### src/rtl/bus_pkg.sv
// -----------------------------------------------------------------------------
// bus_pkg
// Shared definitions for the bus arbitration mux family.
//   ARB_FIXED / ARB_RR : values of the arbitration 'mode' input
//   clog2_sel()        : width of a channel index for n channels (minimum 1)
// -----------------------------------------------------------------------------
package bus_pkg;

  localparam logic ARB_FIXED = 1'b0;
  localparam logic ARB_RR    = 1'b1;

  // Constant-evaluable ceil(log2(n)), clamped to at least one bit.
  function automatic int clog2_sel(input int n);
    int r;
    r = 1;
    for (int i = 0; i < 31; i++) begin
      if ((1 << i) < n) r = i + 1;
    end
    return r;
  endfunction

endpackage

### src/rtl/bus_arb_mux_rr_arbiter.sv
// -----------------------------------------------------------------------------
// rr_arbiter
// Combinational arbiter. Searches req upward from 'start' (wrapping at
// NUM_IN-1) in round-robin mode, or from index 0 in fixed-priority mode.
// Ports:
//   req       in  NUM_IN  request vector
//   start     in  SEL_W   first index searched in round-robin mode
//   mode      in  1       ARB_FIXED / ARB_RR
//   grant     out NUM_IN  one-hot grant (zero when no request)
//   idx       out SEL_W   encoded index of the grant (0 when none)
//   any_grant out 1       at least one request was granted
// -----------------------------------------------------------------------------
module rr_arbiter
  import bus_pkg::*;
#(
  parameter int NUM_IN = 4,
  parameter int SEL_W  = clog2_sel(NUM_IN)
) (
  input  logic [NUM_IN-1:0] req,
  input  logic [SEL_W-1:0]  start,
  input  logic              mode,
  output logic [NUM_IN-1:0] grant,
  output logic [SEL_W-1:0]  idx,
  output logic              any_grant
);

  int w_start;
  int w_pos;

  // Fixed priority is just round-robin starting at channel 0.
  always_comb begin
    grant     = '0;
    idx       = '0;
    any_grant = 1'b0;
    w_pos     = 0;
    w_start   = (mode == ARB_RR) ? (int'(start) % NUM_IN) : 0;
    for (int i = 0; i < NUM_IN; i++) begin
      w_pos = w_start + i;
      if (w_pos >= NUM_IN) w_pos = w_pos - NUM_IN;
      if (!any_grant && req[w_pos]) begin
        any_grant    = 1'b1;
        grant[w_pos] = 1'b1;
        idx          = SEL_W'(w_pos);
      end
    end
  end

endmodule

### src/rtl/bus_arb_mux.sv
// -----------------------------------------------------------------------------
// bus_arb_mux
// NUM_IN-to-1 arbitrated data-bus mux with a single-entry registered output
// and valid/ready handshakes on both sides. Round-robin pointer advances past
// every granted channel in both arbitration modes.
// Optional feature macro: BUS_ARB_MUX_FORCE_EN (adds force_en / force_sel,
// restricting eligibility to one selected channel).
// Ports:
//   clk, rst   clock (rising edge), asynchronous active-high reset
//   mode       0 = fixed priority (lowest index), 1 = round-robin
//   in_valid   per-channel request
//   in_data    channel k at [k*WIDTH +: WIDTH]
//   in_ready   one-hot/zero accept strobe
//   out_valid  output register holds a word
//   out_data   registered word
//   out_src    channel index that supplied out_data
//   out_ready  consumer accept
//   force_en, force_sel (BUS_ARB_MUX_FORCE_EN only)
// -----------------------------------------------------------------------------
module bus_arb_mux
  import bus_pkg::*;
#(
  parameter int WIDTH  = 8,
  parameter int NUM_IN = 4,
  parameter int SEL_W  = clog2_sel(NUM_IN)
) (
  input  logic                    clk,
  input  logic                    rst,
  input  logic                    mode,
  input  logic [NUM_IN-1:0]       in_valid,
  input  logic [NUM_IN*WIDTH-1:0] in_data,
  output logic [NUM_IN-1:0]       in_ready,
  output logic                    out_valid,
  output logic [WIDTH-1:0]        out_data,
  output logic [SEL_W-1:0]        out_src,
`ifdef BUS_ARB_MUX_FORCE_EN
  input  logic                    force_en,
  input  logic [SEL_W-1:0]        force_sel,
`endif
  input  logic                    out_ready
);

  logic              r_out_valid;
  logic [WIDTH-1:0]  r_out_data;
  logic [SEL_W-1:0]  r_out_src;
  logic [SEL_W-1:0]  r_rr_ptr;

  logic [NUM_IN-1:0] w_eligible;
  logic [NUM_IN-1:0] w_req;
  logic [NUM_IN-1:0] w_grant;
  logic [SEL_W-1:0]  w_idx;
  logic              w_any;
  logic              w_can_load;
  logic              w_load;
  logic [SEL_W-1:0]  w_ptr_next;

`ifdef BUS_ARB_MUX_FORCE_EN
  // A force_sel outside the channel range matches nothing, so no grant.
  always_comb begin
    w_eligible = '0;
    for (int k = 0; k < NUM_IN; k++) begin
      w_eligible[k] = !force_en || (force_sel == SEL_W'(k));
    end
  end
`else
  assign w_eligible = '1;
`endif

  assign w_req = in_valid & w_eligible;

  rr_arbiter #(
    .NUM_IN (NUM_IN),
    .SEL_W  (SEL_W)
  ) u_arb (
    .req       (w_req),
    .start     (r_rr_ptr),
    .mode      (mode),
    .grant     (w_grant),
    .idx       (w_idx),
    .any_grant (w_any)
  );

  // Register is loadable when empty or draining this cycle.
  assign w_can_load = !r_out_valid || out_ready;
  assign w_load     = w_can_load && w_any;
  // in_ready is held low while reset is asserted.
  assign in_ready   = (w_can_load && !rst) ? w_grant : '0;

  assign w_ptr_next = (w_idx == SEL_W'(NUM_IN - 1)) ? '0 : (w_idx + SEL_W'(1));

  always_ff @(posedge clk or posedge rst) begin
    if (rst) begin
      r_out_valid <= 1'b0;
      r_out_data  <= '0;
      r_out_src   <= '0;
      r_rr_ptr    <= '0;
    end else if (w_load) begin
      r_out_valid <= 1'b1;
      r_out_data  <= in_data[int'(w_idx)*WIDTH +: WIDTH];
      r_out_src   <= w_idx;
      r_rr_ptr    <= w_ptr_next;
    end else if (r_out_valid && out_ready) begin
      r_out_valid <= 1'b0;
    end
  end

  assign out_valid = r_out_valid;
  assign out_data  = r_out_data;
  assign out_src   = r_out_src;

endmodule

### config.mk
export PLATFORM = sky130hd
export DESIGN_NAME = bus_arb_mux
export DESIGN_NICKNAME = d
export VERILOG_FILES = /design/src/rtl/bus_pkg.sv /design/src/rtl/bus_arb_mux_rr_arbiter.sv /design/src/rtl/bus_arb_mux.sv
export SDC_FILE = /design/constraint.sdc
export NUM_CORES = 1
export LEC_CHECK = 0
export ABC_AREA = 0
export CAP_MARGIN = 20
export CORE_MARGIN = 2
export CORE_UTILIZATION = 46
export DETAILED_ROUTE_END_ITERATION = 12
export GPL_ROUTABILITY_DRIVEN = 0
export GPL_TIMING_DRIVEN = 0
export PLACE_DENSITY = 0.86
export RECOVER_POWER = 100
export SLEW_MARGIN = 30
export SYNTH_ARGS = -nofsm -noshare
export SYNTH_HDL_FRONTEND = slang
export SYNTH_SLANG_ARGS = --single-unit
### constraint.sdc
create_clock -name clk -period 3.4 [get_ports clk]
set_input_delay 0.68 -clock clk [delete_from_list [all_inputs] [get_ports clk]]
set_output_delay 0.68 -clock clk [all_outputs]
set_load 0.01 [all_outputs]
==> qor.yml <==
logic_synthesis:
  synth_compound_area_share_pct: 21.5
  ys_seq_area_share_pct: 25.1
  ys_ff_latch: 13
  netlist-cell-type-count: 37
  synth_top_family_by_area: "simple AND/OR/NAND/NOR gates"
  synthMuxAreaShare_pct: 16.4
  synth_fa_ha_area_share_pct: 0
  syn_area_mm2: 0.00129
  synth_xor_area_share_pct: 0.677
  syn_nets: 196
  synthCells: 156
  async_reset_ff_share_pct: 100
  yosysWarningCount: 0
  synth-simple-area-share_pct: 30.2
  synth_flop_cell: "dfrtp_1"
  synth_area_per_cell_um2: 8.29
  synth_enable_flop_cells: 0
finish:
  n_antenna_cell: 0
  layout_common_cells: "clkdlybuf4s50_1 (32), nor2_1 (19), o22ai_1 (18)"
  drive_above_1_share_pct: 17.4
  final_common_cell: "clkdlybuf4s50_1"
  fin_nets: 254
  postLayoutCoreUtil_pct: 69.7
  syn2layout_area_growth_pct: 46.0
  stdcell_area_mm2: 0.00189
global_route:
  grt_max_degree: 15
  grt_pass1_vias: 1397
  grt_pass1_wl_mm: 5.99
  antenna_found_initial: 0
  overflow: 0
  grt_usage_pct: 22.9
cts:
  cts_buffers: 3
  cts_tree: "done"
  cts_max_path_buffers: 2
  cts.sinks: 13
  htree_levels: 1
  holdBufCountCts: 0
  cts-root-buf: "clkbuf_4"
  clk_latency_ps: 280
  clk_pin_slew_ps: 90
setup_path:
  cp-start-kind: "input pin"
  cp_max_fo: 7
  crit_path_end_kind: "output pin"
  critPathBufInv: 2
  cp.required_ps: 2720
  cp_cell_sequence: "dlygate4sd2_1, mux4_2, a211o_1, mux2i_1, a211oi_2, nor2_1, dlygate4sd2_1"
  cp_common_cell: "dlygate4sd2_1"
  crit_arrival_ps: 2610
  path_class: "in -> out"
  crit_family: "multiplexers"
  cp_slowest_cell: "mux4_2"
  slowest_delay_ps: 530
sta:
  tightest_slew_ps: 866
  setup_viol: 0
  slew_viol_final: 0
  slew-limit-headroom_pct: 41.9
  finalSetupTns_ps: 0
  min_period_over_period_pct: 96.9
  post-route-min-period_ps: 3290
  worst_slack_ps: 107
  fmaxAchievable_mhz: 304
  rsz0062_at_grt: "false"
  clock_skew_ps: 5.14
  hold_viol_final: 0
power_and_ir_drop:
  leakage_nw: 0.773
  ir_drop_mv: 0.499
  power_mw: 1.01
  p_per_area_mw_per_mm2: 535
placed_design:
  dp.final_hpwl_mm: 3.02
  dp_slack_ps: -712
  placed_cell_area_mm2: 0.00185
  io_buffers: 52
route:
  drt_iter0_drc: 69
  drcViolationCount: 0
  wirelength_mm: 3.81
  wl_per_cell_um: 15.6
  drtAntennaViolNets: 0
  vias: 1410
  vias_per_cell: 5.78
  first_pass_iters: 4
die:
  boundaryPins: 55
  fp-row-count: 19
  die_area_mm2: 0.00325
  initial_core_util_pct: 47.7
  dieWidth_um: 57.0
  coreArea_mm2: 0.00271
  die-height_um: 57.0
status:
  status: "finished clean"
job:
  cap_violations: 0
hold_path:
  hold_path_class: "reg -> reg"
==> final cells by class <==
cell class | count | area (um^2)
multi-input cells | 128 | 893
fillers | 230 | 821
repair buffers | 54 | 519
flip-flops and latches | 13 | 325
plain buffers | 11 | 73.8
well taps | 31 | 38.8
clock buffers | 3 | 22.5
inverters | 3 | 11.3
clock inverters | 1 | 5.00
==> cells in the mapped netlist (2+ instances only) <==
cell type / instances / share of area [%]
nand2b_1: 8 / 3.9
clkbuf_1: 6 / 1.7
nor3_1: 3 / 1.2
nand3_1: 2 / 0.77
inv_1: 3 / 0.87
o22ai_1: 19 / 9.2
mux2_2: 2 / 1.7
o21a_1: 2 / 1.2
mux4_2: 2 / 3.5
a21oi_1: 7 / 2.7
buf_2: 3 / 1.2
buf_6: 2 / 1.7
mux2_4: 7 / 8.1
mux2i_1: 4 / 3.1
a211oi_1: 3 / 1.7
nor3_2: 7 / 5.4
nand2_1: 14 / 4.1
nor2_1: 19 / 5.5
o31a_1: 2 / 1.4
or2_2: 2 / 0.97
nor2b_1: 11 / 5.3
dfrtp_1: 13 / 25
==> report_power, final <==
group	leakage [nW]	switching, mW	internal (mW)
Clock	0.0177	0.0545	0.0437
Combinational	0.611	0.317	0.344
Sequential	0.145	0.0346	0.217
Total	0.773	0.406	0.605
==> registers in the layout, summed over array words and instances, names as in the netlist <==
| register | count |
|---|---|
| out_valid | 1 |
| r_rr_ptr | 2 |
| out_data | 8 |
| out_src | 2 |
==> final timing paths <==
kind,start,endpoint,slack [ps],cells past startpoint
setup / recovery,in_valid[2],in_ready[2],110,7
hold / removal,out_src[0]$_DFFE_PP0P_,out_src[0]$_DFFE_PP0P_,490,1
setup reg to reg,r_rr_ptr[1]$_DFFE_PP0P_,out_data[0]$_DFFE_PP0P_,720,8
hold reg to reg,out_src[0]$_DFFE_PP0P_,out_src[0]$_DFFE_PP0P_,490,1
max in group asynchronous,rst,out_data[0]$_DFFE_PP0P_,2120,2
min in group asynchronous,rst,out_data[3]$_DFFE_PP0P_,910,2
==> metrics by stage <==
step / hold slack [ps] / cells
2_1_floorplan: 512 / 156
3_3_place_gp: 467 / 239
3_5_place_dp: 469 / 239
4_1_cts: 500 / 243
5_1_grt: 512 / 244
6_report: 494 / 244
==> what timing repair did <==
| item | in CTS | in global routing |
|---|---|---|
| pin swaps | 2 | 0 |
| setup endpoints to repair | 4 | 3 |
| resized for setup | 15 | 5 |
| buffers inserted | 1 | 1 |
| gates cloned | 0 | 0 |
==> cell families (layout without fill, tap and decap cells) <==
family	after synthesis	after routing
xor+xnor	1	1
mux	15	15
flops	13	13
buf+inv	15	72
compound gates	41	41
simple gates	71	71
==> per-layer routing <==
metal  up-vias  GRT usage (%)  wire length (um)
met5         -              0                 0
met2        41           42.9              2120
li1        679              -                 -
met1       686           27.6              1500
met4         0           4.98                39
met3         4           3.40               154
Power figures use the tool's default switching activity.
